`src/rtl/control_multi_param.sv`:
```
// Multicycle RISC-V control FSM with configurable memory latency.
// Decodes the IR opcode into the multicycle datapath mux selects and write enables.
// Parameters:
//   MEM_WAIT        : extra cycles per memory state in fixed-latency mode (0..15)
//   HANDSHAKE       : 1 = memory states hold until iMemReady, 0 = use the wait counter
//   HALT_ON_ILLEGAL : 1 = TRAP holds until reset, 0 = TRAP returns to FETCH
// Ports:
//   iCLK, iRST      : clock, synchronous active-high reset
//   iOpcode         : IR[6:0]
//   iMemReady       : memory completion (HANDSHAKE=1 only)
//   oEscreveIR/PC/PCCond/PCBack : IR, PC, branch-PC and PCBack write enables
//   oOrigAULA/oOrigBULA/oMem2Reg/oALUOp : 2-bit selects and ALU op class
//   oOrigPC, oIouD, oRegWrite, oMemWrite, oMemRead : PC/addr source, strobes
//   oIllegal        : high while in TRAP
//   oInstrDone      : pulse in the last cycle of each completed instruction
//   oState          : current state code
module control_multi_param #(
    parameter int unsigned MEM_WAIT        = 1,
    parameter int unsigned HANDSHAKE       = 0,
    parameter int unsigned HALT_ON_ILLEGAL = 0
) (
    input  logic       iCLK,
    input  logic       iRST,
    input  logic [6:0] iOpcode,
    input  logic       iMemReady,
    output logic       oEscreveIR,
    output logic       oEscrevePC,
    output logic       oEscrevePCCond,
    output logic       oEscrevePCBack,
    output logic [1:0] oOrigAULA,
    output logic [1:0] oOrigBULA,
    output logic [1:0] oMem2Reg,
    output logic [1:0] oALUOp,
    output logic       oOrigPC,
    output logic       oIouD,
    output logic       oRegWrite,
    output logic       oMemWrite,
    output logic       oMemRead,
    output logic       oIllegal,
    output logic       oInstrDone,
    output logic [3:0] oState
);

    localparam int unsigned W_ST  = 4;
    localparam int unsigned W_CNT = 4;

    localparam logic [3:0] ST_FETCH  = 4'd0;
    localparam logic [3:0] ST_DECODE = 4'd1;
    localparam logic [3:0] ST_LWSW   = 4'd2;
    localparam logic [3:0] ST_LW     = 4'd3;
    localparam logic [3:0] ST_LW_WB  = 4'd4;
    localparam logic [3:0] ST_SW     = 4'd5;
    localparam logic [3:0] ST_RTYPE  = 4'd6;
    localparam logic [3:0] ST_ALU_WB = 4'd7;
    localparam logic [3:0] ST_BRANCH = 4'd8;
    localparam logic [3:0] ST_JAL    = 4'd9;
    localparam logic [3:0] ST_ADDI   = 4'd10;
    localparam logic [3:0] ST_JALR   = 4'd11;
    localparam logic [3:0] ST_LUI    = 4'd12;
    localparam logic [3:0] ST_AUIPC  = 4'd13;
    localparam logic [3:0] ST_TRAP   = 4'd14;

    localparam logic [6:0] OPC_LOAD   = 7'b0000011;
    localparam logic [6:0] OPC_STORE  = 7'b0100011;
    localparam logic [6:0] OPC_RTYPE  = 7'b0110011;
    localparam logic [6:0] OPC_BRANCH = 7'b1100011;
    localparam logic [6:0] OPC_JAL    = 7'b1101111;
    localparam logic [6:0] OPC_OPIMM  = 7'b0010011;
    localparam logic [6:0] OPC_JALR   = 7'b1100111;
    localparam logic [6:0] OPC_LUI    = 7'b0110111;
    localparam logic [6:0] OPC_AUIPC  = 7'b0010111;

    logic [W_ST-1:0]  r_state;
    logic [W_ST-1:0]  w_next_state;
    logic [W_CNT-1:0] r_cnt;
    logic [W_CNT-1:0] w_next_cnt;
    logic             w_last;
    logic             w_mem_state;

    // Completion of the current memory access
    assign w_last = (HANDSHAKE != 0) ? iMemReady : (r_cnt == W_CNT'(MEM_WAIT));

    assign w_mem_state = (r_state == ST_FETCH) || (r_state == ST_LW) || (r_state == ST_SW);

    // Wait counter runs only while a fixed-latency access is still in progress
    assign w_next_cnt = ((HANDSHAKE == 0) && w_mem_state && !w_last)
                        ? r_cnt + W_CNT'(1) : '0;

    assign oState = r_state;

    // State and wait-counter registers
    always_ff @(posedge iCLK) begin
        if (iRST) begin
            r_state <= ST_FETCH;
            r_cnt   <= '0;
        end else begin
            r_state <= w_next_state;
            r_cnt   <= w_next_cnt;
        end
    end

    // Next-state and Moore output decode
    always_comb begin
        w_next_state   = r_state;
        oEscreveIR     = 1'b0;
        oEscrevePC     = 1'b0;
        oEscrevePCCond = 1'b0;
        oEscrevePCBack = 1'b0;
        oOrigAULA      = 2'b00;
        oOrigBULA      = 2'b00;
        oMem2Reg       = 2'b00;
        oALUOp         = 2'b00;
        oOrigPC        = 1'b0;
        oIouD          = 1'b0;
        oRegWrite      = 1'b0;
        oMemWrite      = 1'b0;
        oMemRead       = 1'b0;
        oIllegal       = 1'b0;
        oInstrDone     = 1'b0;

        case (r_state)
            ST_FETCH: begin
                oMemRead  = 1'b1;
                oOrigAULA = 2'b10;
                oOrigBULA = 2'b01;
                // IR/PC written once, in the final fetch cycle only
                if (w_last) begin
                    oEscreveIR     = 1'b1;
                    oEscrevePC     = 1'b1;
                    oEscrevePCBack = 1'b1;
                    w_next_state   = ST_DECODE;
                end
            end
            ST_DECODE: begin
                oOrigBULA = 2'b10;
                case (iOpcode)
                    OPC_LOAD, OPC_STORE: w_next_state = ST_LWSW;
                    OPC_RTYPE:           w_next_state = ST_RTYPE;
                    OPC_BRANCH:          w_next_state = ST_BRANCH;
                    OPC_JAL:             w_next_state = ST_JAL;
                    OPC_OPIMM:           w_next_state = ST_ADDI;
                    OPC_JALR:            w_next_state = ST_JALR;
                    OPC_LUI:             w_next_state = ST_LUI;
                    OPC_AUIPC:           w_next_state = ST_AUIPC;
                    default:             w_next_state = ST_TRAP;
                endcase
            end
            ST_LWSW: begin
                oOrigAULA = 2'b01;
                oOrigBULA = 2'b10;
                case (iOpcode)
                    OPC_LOAD:  w_next_state = ST_LW;
                    OPC_STORE: w_next_state = ST_SW;
                    default:   w_next_state = ST_TRAP;
                endcase
            end
            ST_LW: begin
                oIouD    = 1'b1;
                oMemRead = 1'b1;
                if (w_last) w_next_state = ST_LW_WB;
            end
            ST_LW_WB: begin
                oMem2Reg     = 2'b10;
                oRegWrite    = 1'b1;
                oInstrDone   = 1'b1;
                w_next_state = ST_FETCH;
            end
            ST_SW: begin
                oIouD     = 1'b1;
                oMemWrite = 1'b1;
                if (w_last) begin
                    oInstrDone   = 1'b1;
                    w_next_state = ST_FETCH;
                end
            end
            ST_RTYPE: begin
                oOrigAULA    = 2'b01;
                oALUOp       = 2'b10;
                w_next_state = ST_ALU_WB;
            end
            ST_ADDI: begin
                oOrigAULA    = 2'b01;
                oOrigBULA    = 2'b10;
                oALUOp       = 2'b10;
                w_next_state = ST_ALU_WB;
            end
            ST_LUI: begin
                oOrigBULA    = 2'b10;
                oALUOp       = 2'b11;
                w_next_state = ST_ALU_WB;
            end
            ST_AUIPC: begin
                // A operand is PCBack (select 00), the PC of this instruction
                oOrigBULA    = 2'b10;
                w_next_state = ST_ALU_WB;
            end
            ST_ALU_WB: begin
                oRegWrite    = 1'b1;
                oInstrDone   = 1'b1;
                w_next_state = ST_FETCH;
            end
            ST_BRANCH: begin
                oEscrevePCCond = 1'b1;
                oOrigAULA      = 2'b01;
                oOrigPC        = 1'b1;
                oALUOp         = 2'b01;
                oInstrDone     = 1'b1;
                w_next_state   = ST_FETCH;
            end
            ST_JAL: begin
                oEscrevePC   = 1'b1;
                oMem2Reg     = 2'b01;
                oOrigPC      = 1'b1;
                oRegWrite    = 1'b1;
                oInstrDone   = 1'b1;
                w_next_state = ST_FETCH;
            end
            ST_JALR: begin
                oEscrevePC   = 1'b1;
                oOrigAULA    = 2'b01;
                oOrigBULA    = 2'b10;
                oMem2Reg     = 2'b01;
                oRegWrite    = 1'b1;
                oInstrDone   = 1'b1;
                w_next_state = ST_FETCH;
            end
            ST_TRAP: begin
                // PC already advanced in FETCH, so leaving TRAP skips the instruction
                oIllegal     = 1'b1;
                w_next_state = (HALT_ON_ILLEGAL != 0) ? ST_TRAP : ST_FETCH;
            end
            default: begin
                w_next_state = ST_FETCH;
            end
        endcase
    end

endmodule
```
`config.mk`:
```
export PLATFORM = sky130hd
export DESIGN_NAME = control_multi_param
export DESIGN_NICKNAME = d
export VERILOG_FILES = /design/src/rtl/control_multi_param.sv
export SDC_FILE = /design/constraint.sdc
export NUM_CORES = 1
export LEC_CHECK = 0
export ABC_CLOCK_PERIOD_IN_PS = 1930
export CAP_MARGIN = 0
export CORE_MARGIN = 1
export CORE_UTILIZATION = 41
export DETAILED_ROUTE_END_ITERATION = 10
export PLACE_DENSITY_LB_ADDON = 0.3
export SLEW_MARGIN = 20
export SYNTH_ARGS = -nofsm -noshare
export SYNTH_HDL_FRONTEND = slang
export SYNTH_SLANG_ARGS = --single-unit
```
`constraint.sdc`:
```
create_clock -name iCLK -period 1.93 [get_ports iCLK]
set_input_delay 0.2895 -clock iCLK [delete_from_list [all_inputs] [get_ports iCLK]]
set_output_delay 0.2895 -clock iCLK [all_outputs]
set_load 0.01 [all_outputs]
```
==> impl_metrics.json <==
{
  "timing.hold.ws_ns": 0.550,
  "synth.distinct_cells": 43,
  "synth_edf_count": 0,
  "clkSlewWorstSetupHoldPaths_ns": 0.05,
  "leakage_nw": 0.682,
  "row_count": 15,
  "viasPerCell": 5.46,
  "drc": 2,
  "slew_headroom_pct": 73.1,
  "critPathKind": "reg -> out",
  "dpl_cell_area_um2": 1210,
  "die_w_um": 45.0,
  "min_from": "r_cnt[0]",
  "drt_iter0_drc": 37,
  "area_growth_pct": 74.0,
  "arrival_ns": 1.57,
  "core_area_um2": 1730,
  "worst-path-buf-inv": 2,
  "grt_pass1_wl_mm": 3.86,
  "critPathMaxFanout": 11,
  "yosys.area.top_type": "dfxtp_1",
  "drv_cap": 0,
  "min_path_type": "reg -> reg",
  "finalWeightedCongestion": 0.884,
  "p_per_area_nw_per_um2": 1290,
  "max_clock_freq_mhz": 537,
  "syn_area_per_cell_um2": 7.01,
  "grt_pass1_vias": 923,
  "rr_startpoint": "r_cnt[1]",
  "clock_sink_count": 8,
  "maxSlewViolCount": 0,
  "async_flop_share_pct": 0,
  "worstPathCellList": "buf_6 > xor2_2 > and3_1 > clkdlybuf4s50_1",
  "cts_root_buf": "clkbuf_4",
  "p_total_mw": 1.70,
  "clock_skew_ns": 0.00436,
  "path_delay_family": "buffers and inverters",
  "drt-pass1-iter-count": 8,
  "cts_buffer_depth": 2,
  "cts_made_buffers": 3,
  "final_nets": 172,
  "end_kind": "output pin",
  "fin_crit_sh_pct": 96.4,
  "yosys-top-cells-area": "dfxtp_1 (21%), nor2_1 (6.0%), nor3_1 (5.3%)",
  "ys_ff_latch": 8,
  "syn_inst": 108,
  "setup_violations": 0,
  "wl_per_cell_um": 13.4,
  "violations": "design-rule violations",
  "yosysWarnings": 0,
  "grt_usage_pct": 25.3,
  "cp_slowest_cell": "clkdlybuf4s50_1",
  "h-tree-depth": 1,
  "status": "finished, violations left",
  "num_vias": 999,
  "io_pins": 33,
  "worstSetupStartpointType": "flip-flop",
  "synth_commonest_cells": "nor2_1 (12), dfxtp_1 (8), nand2_1 (8), nor3_1 (8)",
  "ys_seq_area_share_pct": 21.2,
  "synth_top_area_share_pct": 21.2,
  "clk-insertion-delay-late_ns": 0.25,
  "overflow": 0,
  "port_buffers": 31,
  "routed_wl_mm": 2.45,
  "yosysMostFrequentCell": "nor2_1",
  "drive_gt1_share_pct": 26.6,
  "setup-tns-final_ns": 0,
  "finalHoldViolations": 0,
  "period_needed_ns": 1.86,
  "ctsHoldBuffers": 0,
  "antenna_cells": 0,
  "synth_area_um2": 757,
  "postLayoutCellArea_um2": 1320,
  "startpoint": "oState[2]",
  "ir_drop_v": 0.000626,
  "ys.flop_type": "dfxtp_1",
  "ant_nets": 0,
  "grt_max_degree": 14,
  "worst_slew_pin_slew_ns": 0.398,
  "dieArea_um2": 2020,
  "cp_data_required_time_ns": 1.64,
  "die_y_um": 45.0,
  "cts_tree": "yes",
  "antenna_found_initial": 0,
  "place_hpwl_mm": 1.77,
  "initial_core_util_pct": 43.8,
  "fin_util_pct": 76.3,
  "synth_nets": 120,
  "slowest_delay_ns": 0.52
}
[worst register-to-register path: cells and delay by family (launching register included)]
family | cells | cell delay (ns)
AOI/OAI and AO/OA | 1 | 0.21
adders and majority gates | 1 | 0.18
buffers and inverters | 3 | 0.32
DFF | 1 | 0.32
and+or+nand+nor | 2 | 0.61
[stage by stage]
stage / instances / setup slack [ns]
after floorplan: 108 / 0.242
after global placement: 176 / 0.0225
after detailed placement: 176 / 0.00869
after CTS: 180 / 0.0103
after global routing: 183 / -0.00262
final: 183 / 0.0686
[timing repair]
action / 4_1_cts / 5_1_grt
gates cloned: 0 / 0
pin swaps: 0 / 0
setup buffers: 1 / 3
gates resized for setup: 22 / 13
setup endpoints to repair: 15 / 9
[final cells by class]
type | instances | area, um^2
inverter | 6 | 26.3
multi-input combinational | 85 | 569
sequential | 8 | 168
timing repair buffer | 56 | 500
fill | 132 | 409
clock buffer | 3 | 22.5
tap | 25 | 31.3
[kinds of logic after synthesis]
group | synth area share (%)
AOI/OAI and AO/OA | 23.0
buffers and inverters | 8.43
adders and majority gates | 3.31
xor gates and xnor gates | 3.47
and+or+nand+nor | 40.7
DFF | 21.2
[path summary, 6_finish.rpt]
| check | end | slack (ns) | cells after the start |
|---|---|---|---|
| max | oIouD | 0.07 | 4 |
| max reg2reg | oState[0] | 0.20 | 7 |
| min | r_cnt[0] | 0.55 | 2 |
| min reg2reg | r_cnt[0] | 0.55 | 2 |
[layer usage]
| layer | global-route usage (%) | part of all wire [%] | vias up |
|---|---|---|---|
| met5 | 0 | 0 | - |
| met4 | 3.64 | 0 | 0 |
| met3 | 5.20 | 7.1 | 0 |
| met2 | 45.8 | 51 | 60 |
| met1 | 31.1 | 42 | 443 |
| li1 | - | - | 496 |
[flip-flops by register name, summed over array words and instances, names as in the netlist]
signal  flops
r_cnt       4
oState      4
[layout by cell type, fill, tap and decap left out, types with 2 or more instances in the layout]
cell type         n
a221o_1           2
clkbuf_2          2
and3_1            4
nor2b_2           2
a21o_1            2
nor2_1           12
or3_1             2
dfxtp_4           2
ha_1              2
o21ai_0           4
nor3_1            7
dfxtp_1           6
a21oi_1           6
nor2b_1           2
o2111ai_1         2
nand2_1           8
clkbuf_4          3
clkdlybuf4s50_1  15
inv_1             5
dlymetal6s2s_1    6
buf_6             2
dlygate4sd2_1     8
o221ai_1          2
nand3_1           2
buf_4            23
[where the power goes]
group	internal, mW	leakage (nW)	total (mW)	switching, mW
clock network	0.0710	0.0138	0.126	0.0549
logic	0.689	0.602	1.28	0.590
registers	0.221	0.0667	0.294	0.0738
total	0.980	0.682	1.70	0.718
No activity file was read; power rests on OpenSTA's default activity.
